==> src/rtl/flash_sample_sequencer_pkg.sv <==
// Shared types and defaults for the flash sample player.
// Word order helper keeps half selection identical wherever it is used.
package audio_pkg;

  localparam int ADDR_W = 23;
  localparam logic [ADDR_W-1:0] DEF_START_ADDR = 23'h0;
  localparam logic [ADDR_W-1:0] DEF_END_ADDR   = 23'h7FFFF;

  typedef enum logic [2:0] {
    IDLE,
    FETCH,
    WAIT_DATA,
    HALF0,
    HALF1
  } state_t;

  // Forward plays lower then upper; reverse flips the order.
  function automatic logic [15:0] pick_half(input logic [31:0] word,
                                            input logic second,
                                            input logic rev);
    return (second ^ rev) ? word[31:16] : word[15:0];
  endfunction

endpackage

==> src/rtl/flash_sample_sequencer_if.sv <==
// Avalon-MM read-only master bundle between the sequencer and flash.
// Single outstanding read; slave stalls with waitrequest, returns with readdatavalid.
interface flash_sample_sequencer_if #(
  parameter int ADDR_W = audio_pkg::ADDR_W
);

  logic              flash_read;
  logic [ADDR_W-1:0] flash_address;
  logic              flash_waitrequest;
  logic              flash_readdatavalid;
  logic [31:0]       flash_readdata;

  modport master (
    output flash_read, flash_address,
    input  flash_waitrequest, flash_readdatavalid, flash_readdata
  );

  modport slave (
    input  flash_read, flash_address,
    output flash_waitrequest, flash_readdatavalid, flash_readdata
  );

endinterface

==> src/rtl/flash_sample_sequencer_edge_detect.sv <==
// Rising-edge detector: rise is combinational from in and a one-cycle history register.
// No latency beyond the input; a level held high yields a single rise.
module edge_detect (
  input  logic clk,
  input  logic reset,
  input  logic in,
  output logic rise
);

  logic q;

  always_ff @(posedge clk) begin
    if (reset) q <= 1'b0;
    else       q <= in;
  end

  assign rise = in & ~q;

endmodule

==> src/rtl/flash_sample_sequencer.sv <==
// Streams 16-bit samples out of 32-bit flash words, one per sample-tick rising edge.
// Tick to audio_valid is one cycle; slow flash is absorbed by a one-deep pending tick, beyond that overrun latches.
module flash_sample_sequencer #(
  parameter int                ADDR_W     = audio_pkg::ADDR_W,
  parameter logic [ADDR_W-1:0] START_ADDR = audio_pkg::DEF_START_ADDR,
  parameter logic [ADDR_W-1:0] END_ADDR   = audio_pkg::DEF_END_ADDR
) (
  input  logic                     clk,
  input  logic                     reset,
  input  logic                     sample_tick,
  input  logic                     play,
  input  logic                     reverse,
  input  logic                     restart,
  flash_sample_sequencer_if.master flash,
  output logic [15:0]              audio_data,
  output logic                     audio_valid,
  output logic                     overrun
);

  import audio_pkg::*;

  localparam logic [ADDR_W-1:0] ADDR_ONE = {{(ADDR_W-1){1'b0}}, 1'b1};

  state_t            state;
  state_t            state_nxt;
  logic              tick_rise;
  logic              pending;
  logic              restart_pending;
  logic              rst_req;
  logic [31:0]       word;
  logic              emit;
  logic              second;
  logic [ADDR_W-1:0] start_addr;
  logic [ADDR_W-1:0] adv_addr;

  edge_detect u_tick_edge (
    .clk  (clk),
    .reset(reset),
    .in   (sample_tick),
    .rise (tick_rise)
  );

  assign rst_req    = restart | restart_pending;
  assign start_addr = reverse ? END_ADDR : START_ADDR;

  always_ff @(posedge clk) begin
    if (reset) state <= IDLE;
    else       state <= state_nxt;
  end

  always_comb begin
    state_nxt = state;
    unique case (state)
      IDLE:      if (play) state_nxt = FETCH;
      FETCH:     if (!flash.flash_waitrequest) state_nxt = WAIT_DATA;
      WAIT_DATA: if (flash.flash_readdatavalid) state_nxt = rst_req ? FETCH : HALF0;
      HALF0: begin
        if (rst_req)   state_nxt = FETCH;
        else if (emit) state_nxt = HALF1;
      end
      HALF1:     if (rst_req || emit) state_nxt = FETCH;
      default:   state_nxt = IDLE;
    endcase
  end

  // A pended tick stands in for a live one when the word lands.
  always_comb begin
    emit     = 1'b0;
    second   = 1'b0;
    adv_addr = flash.flash_address;
    case (state)
      HALF0: emit = play & ~rst_req & (tick_rise | pending);
      HALF1: begin
        emit   = play & ~rst_req & (tick_rise | pending);
        second = 1'b1;
      end
      default: ;
    endcase
    if (reverse)
      adv_addr = (flash.flash_address == START_ADDR) ? END_ADDR : flash.flash_address - ADDR_ONE;
    else
      adv_addr = (flash.flash_address == END_ADDR) ? START_ADDR : flash.flash_address + ADDR_ONE;
  end

  always_ff @(posedge clk) begin
    if (reset) begin
      flash.flash_read    <= 1'b0;
      flash.flash_address <= START_ADDR;
      audio_data          <= 16'h0;
      audio_valid         <= 1'b0;
      overrun             <= 1'b0;
      pending             <= 1'b0;
      restart_pending     <= 1'b0;
      word                <= 32'h0;
    end else begin
      flash.flash_read <= (state_nxt == FETCH);
      audio_valid      <= emit;
      if (emit) audio_data <= pick_half(word, second, reverse);

      case (state)
        IDLE: begin
          if (restart) flash.flash_address <= start_addr;
          pending         <= 1'b0;
          restart_pending <= 1'b0;
        end
        FETCH, WAIT_DATA: begin
          if (!play) begin
            pending <= 1'b0;
          end else if (tick_rise) begin
            if (pending) overrun <= 1'b1;
            pending <= 1'b1;
          end
          // The read in flight is never abandoned; a restart is honoured once it returns.
          if (state == WAIT_DATA && flash.flash_readdatavalid) begin
            if (rst_req) begin
              flash.flash_address <= start_addr;
              restart_pending     <= 1'b0;
            end else begin
              word <= flash.flash_readdata;
            end
          end else if (restart) begin
            restart_pending <= 1'b1;
          end
        end
        HALF0, HALF1: begin
          if (rst_req) begin
            flash.flash_address <= start_addr;
            pending             <= 1'b0;
            restart_pending     <= 1'b0;
          end else if (!play) begin
            pending <= 1'b0;
          end else if (emit) begin
            pending <= pending & tick_rise;
            if (state == HALF1) flash.flash_address <= adv_addr;
          end
        end
        default: ;
      endcase
    end
  end

endmodule

==> src/flat_wrapper.sv <==
// flat-port wrapper written by rule: the top's interface ports become plain ports
module flash_sample_sequencer_flat import audio_pkg::*;
#(
  parameter int                ADDR_W     = audio_pkg::ADDR_W,
  parameter logic [ADDR_W-1:0] START_ADDR = audio_pkg::DEF_START_ADDR,
  parameter logic [ADDR_W-1:0] END_ADDR   = audio_pkg::DEF_END_ADDR
)
  (clk, reset, sample_tick, play, reverse, restart, audio_data, audio_valid, overrun, flash_flash_read, flash_flash_address, flash_flash_waitrequest, flash_flash_readdatavalid, flash_flash_readdata);
  flash_sample_sequencer_if #(.ADDR_W(ADDR_W)) flash_i ();
  input  logic clk;
  input  logic reset;
  input  logic sample_tick;
  input  logic play;
  input  logic reverse;
  input  logic restart;
  output logic [15:0] audio_data;
  output logic audio_valid;
  output logic overrun;
  output wire logic [$bits(flash_i.flash_read)-1:0] flash_flash_read;
  output wire logic [$bits(flash_i.flash_address)-1:0] flash_flash_address;
  input wire logic [$bits(flash_i.flash_waitrequest)-1:0] flash_flash_waitrequest;
  input wire logic [$bits(flash_i.flash_readdatavalid)-1:0] flash_flash_readdatavalid;
  input wire logic [$bits(flash_i.flash_readdata)-1:0] flash_flash_readdata;
  assign flash_flash_read = flash_i.flash_read;
  assign flash_flash_address = flash_i.flash_address;
  assign flash_i.flash_waitrequest = flash_flash_waitrequest;
  assign flash_i.flash_readdatavalid = flash_flash_readdatavalid;
  assign flash_i.flash_readdata = flash_flash_readdata;
  flash_sample_sequencer #(.ADDR_W(ADDR_W), .START_ADDR(START_ADDR), .END_ADDR(END_ADDR)) u_core (.clk(clk), .reset(reset), .sample_tick(sample_tick), .play(play), .reverse(reverse), .restart(restart), .flash(flash_i), .audio_data(audio_data), .audio_valid(audio_valid), .overrun(overrun));
endmodule
==> config.mk <==
export PLATFORM = sky130hd
export DESIGN_NAME = flash_sample_sequencer_flat
export DESIGN_NICKNAME = d
export VERILOG_FILES = /design/src/rtl/flash_sample_sequencer_pkg.sv /design/src/rtl/flash_sample_sequencer_if.sv /design/src/rtl/flash_sample_sequencer_edge_detect.sv /design/src/rtl/flash_sample_sequencer.sv /design/src/flat_wrapper.sv
export SDC_FILE = /design/constraint.sdc
export NUM_CORES = 1
export LEC_CHECK = 0
export CAP_MARGIN = 15
export CORE_MARGIN = 2
export CORE_UTILIZATION = 59
export CTS_BUF_LIST = sky130_fd_sc_hd__clkbuf_8
export DETAILED_ROUTE_END_ITERATION = 10
export PLACE_DENSITY = 0.89
export SETUP_SLACK_MARGIN = 0.2
export SYNTH_ARGS = -nofsm -noshare
export SYNTH_HDL_FRONTEND = slang
export SYNTH_SLANG_ARGS = --single-unit
==> constraint.sdc <==
create_clock -name clk -period 5.3 [get_ports clk]
set_input_delay 0.53 -clock clk [delete_from_list [all_inputs] [get_ports clk]]
set_output_delay 0.53 -clock clk [all_outputs]
set_load 0.005 [all_outputs]
==> flow_summary.json <==
{
  "status": "finished clean",
  "root_buffer": "clkbuf_8",
  "grt_max_degree": 85,
  "start_util_pct": 61.2,
  "r2r_setup_slack_ns": 2.30,
  "drcViolationCount": 0,
  "first_pass_iters": 5,
  "synth-edff-count": 0,
  "grtUsageMet1_pct": 38.8,
  "clk_latency_ns": 0.36,
  "relSlewSlack_pct": 27.5,
  "crit_fanout": 20,
  "min_to": "u_core.word[8]$_SDFFE_PP0P_",
  "place_ws_ns": 1.94,
  "crit_type": "input pin to register",
  "fp.dieH_um": 91.0,
  "clk_pin_slew_worst_paths_ns": 0.09,
  "cp_slowest_cell": "clkdlybuf4s50_1",
  "synth_warnings": 0,
  "power.leakage_uw": 0.00183,
  "synthTopCellsByCount": "93 x nand2_1, 80 x dfxtp_1, 55 x a21oi_1, 45 x clkbuf_1, 45 x nor2_1",
  "drv_slew": 0,
  "detail-route-antenna-nets": 0,
  "grt_setup_unrepaired": "false",
  "synth-main-ff-cell": "dfxtp_1",
  "seqCellArea_um2": 1600,
  "sw_frac_of_total_pct": 29.0,
  "synthTopCellsByArea": "dfxtp_1 36%, nand2_1 7.8%, a21oi_1 6.2%, mux2i_1 4.0%, clkbuf_1 3.8%",
  "fp-row-count": 31,
  "min_period_ns": 3.11,
  "internal_power_uw": 1030,
  "wirelength_um": 12200,
  "min_period_over_period_pct": 58.7,
  "ys_types": 62,
  "ctsHoldBuffers": 0,
  "hold_path.startpoint": "u_core.word[8]$_SDFFE_PP0P_",
  "gr-max-usage-layer": "met2",
  "drv_cap": 0,
  "fillCellCount": 565,
  "cpLargestDelayFamily": "buffers and inverters",
  "place_hpwl_um": 8040,
  "synth_seq_cells": 80,
  "seq_power_share_pct": 45.8,
  "dieArea_um2": 8270,
  "cp.required_ns": 5.50,
  "yosysSeqAreaShare_pct": 35.9,
  "max_freq_mhz": 321,
  "synth_top_area_cell": "dfxtp_1",
  "critPathLaunchType": "input pin",
  "max_stage_delay_ns": 1.00,
  "hold_violations": 0,
  "fin_setup_tns_ns": 0,
  "rr_endpoint": "u_core.flash.flash_address[19]$_SDFFE_PP0P_",
  "clock-skew-final_ns": 0.0122,
  "cp.arrival_ns": 3.32,
  "worst_pin_slew_ns": 1.09,
  "avgRoutedWirePerCell_um": 16.7,
  "syn_inst": 578,
  "met3_usage_pct": 4.15,
  "drive_gt1_share_pct": 7.34,
  "core_area_um2": 7290,
  "cts_max_level": 3,
  "finalWorstSetupSlack_ns": 2.19,
  "rr_worst_depth": 7,
  "multi_input_area_um2": 2600,
  "grt_pass1_vias": 4095,
  "cts.sinks": 80,
  "antenna_cells": 0,
  "place.gp.congestion": 0.956,
  "setup_viol_count_final": 0,
  "vdd_drop_max_mv": 0.266,
  "ys_async_sr_fraction_pct": 0,
  "synth_area_per_cell_um2": 7.72,
  "cts_tree": "built",
  "r2r_start": "u_core.state[2]$_SDFF_PP0_",
  "pwr_density_cell_nw_per_um2": 265,
  "grt.total_usage_pct": 28.8,
  "viasPerCell": 6.27,
  "synth.top_cell.area_share_pct": 35.9,
  "die_x_um": 91.0,
  "cp-end-kind": "register",
  "whs_ns": 0.460,
  "power_frac_clock_pct": 36.7,
  "synth.most_common_cell": "nand2_1",
  "drt_iter0_markers": 378,
  "dr_total_vias": 4551,
  "crit_chain": "clkdlybuf4s50_1 -> clkinv_1 -> o211ai_1 -> a31oi_1 -> buf_4 -> and2_0 -> a221oi_1 -> a21oi_1",
  "switching_power_uw": 418,
  "clock_path_buffers": 2,
  "post_cts_buffers": 0,
  "syn_to_final_growth_pct": 22.2,
  "ios": 82,
  "met2_usage_pct": 47.2,
  "antenna_found_initial": 0,
  "crit_cells": 8,
  "syn-cell-area_um2": 4460,
  "min_path_cells": 2,
  "grt-ovfl-total": 0,
  "path_buf_inv": 3,
  "post_cts_resized": 0,
  "p_comb_share_pct": 17.5,
  "io_buffer_count": 81,
  "synth_fp_nets": 621,
  "nets": 665,
  "grt_pass1_wl_um": 19700,
  "hold_class": "register to register",
  "cts_buffers": 9
}
-- area by class of cell --
type                       instances  area share (%)
clock buffer                      10            2.53
clock inverter                     6            1.79
inverter                          11           0.758
multi-input combinational        433            47.6
sequential                        80            29.4
tap                               99            2.27
timing repair buffer              87            15.6
-- metrics by stage --
step / total power (µW) / cells / util, % / area (µm²)
4_1_cts: 1440 / 726 / 74.7 / 5450
6_report: 1440 / 726 / 74.7 / 5450
2_1_floorplan: 827 / 578 / - / 4460
3_5_place_dp: 920 / 710 / 71.5 / 5210
5_1_grt: 1500 / 726 / 74.7 / 5450
3_3_place_gp: 915 / 710 / 71.5 / 5210
-- power by group through the flow --
stage               Combinational (µW)  Sequential (µW)  Clock (µW)
floorplan                          180              647           0
global placement                   242              672           0
detailed placement                 247              673           0
CTS                                250              659         533
global route                       275              665         555
finish                             253              661         530
-- layer usage --
metal | vias to the layer above | routed length, µm
li1 | 2158 | -
met1 | 2164 | 5150
met2 | 202 | 5930
met3 | 27 | 811
met4 | 0 | 263
met5 | - | 0
-- cell usage in the layout (no fill, tap or decap), drive strengths merged, types with 3 or more instances in the layout --
cell type	count
nand2	93
clkdlybuf4s50	80
dfxtp	80
a21oi	58
nor2	45
o21ai	23
a211oi	19
nor3	19
mux2i	18
nand3	15
inv	13
nand4	12
a31oi	10
clkbuf	10
or3	9
xnor2	9
o21a	7
xor2	7
buf	7
nor4	7
nor2b	6
and4	6
and3	6
or4	6
or2	5
a41oi	4
a221oi	4
nor3b	4
o32ai	4
a22oi	3
o22ai	3
nand3b	3
ha	3
and2	3
-- cell families after synthesis --
family                   count (synthesis)  synth area share [%]
AO/OA/AOI/OAI                          150                  22.2
XOR/XNOR                                16                  3.14
adder cells (fa/ha/maj)                  3                 0.842
buffers and inverters                   65                  6.20
flip-flops                              80                  35.9
multiplexers                            19                  4.54
AND/OR/NAND/NOR                        245                  27.2
-- worst max path at each step --
| stage | startpoint | end | slack [ns] |
|---|---|---|---|
| 2_1_floorplan | u_core.flash.flash_address[0]$_SDFFE_PP0P_ | u_core.flash.flash_address[20]$_SDFFE_PP0P_ | 2.83 |
| 3_3_place_gp | reverse | u_core.flash.flash_address[17]$_SDFFE_PP0P_ | 2.01 |
| 3_5_place_dp | reverse | u_core.flash.flash_address[17]$_SDFFE_PP0P_ | 1.94 |
| 4_1_cts | reverse | u_core.flash.flash_address[17]$_SDFFE_PP0P_ | 2.29 |
| 5_1_grt | reverse | u_core.flash.flash_address[17]$_SDFFE_PP0P_ | 1.98 |
| 6_report | reverse | u_core.flash.flash_address[17]$_SDFFE_PP0P_ | 2.19 |
-- flip-flops by register name, summed over array words and instances (netlist names), 3 cells and up --
| register | flops |
|---|---|
| u_core.state | 3 |
| u_core.word | 32 |
| u_core.audio_data | 16 |
| u_core.flash.flash_address | 23 |
-- worst register-to-register path, cell delays in order (launching register included) --
cell and delay, ns:
dfxtp_1 0.52, nor3b_2 0.44, o21ai_1 0.30, o21ai_2 0.66, buf_4 0.38, o21ai_0 0.19, a21boi_0 0.19, a221oi_2 0.25
Note: power is estimated with default switching activity, not from simulation.
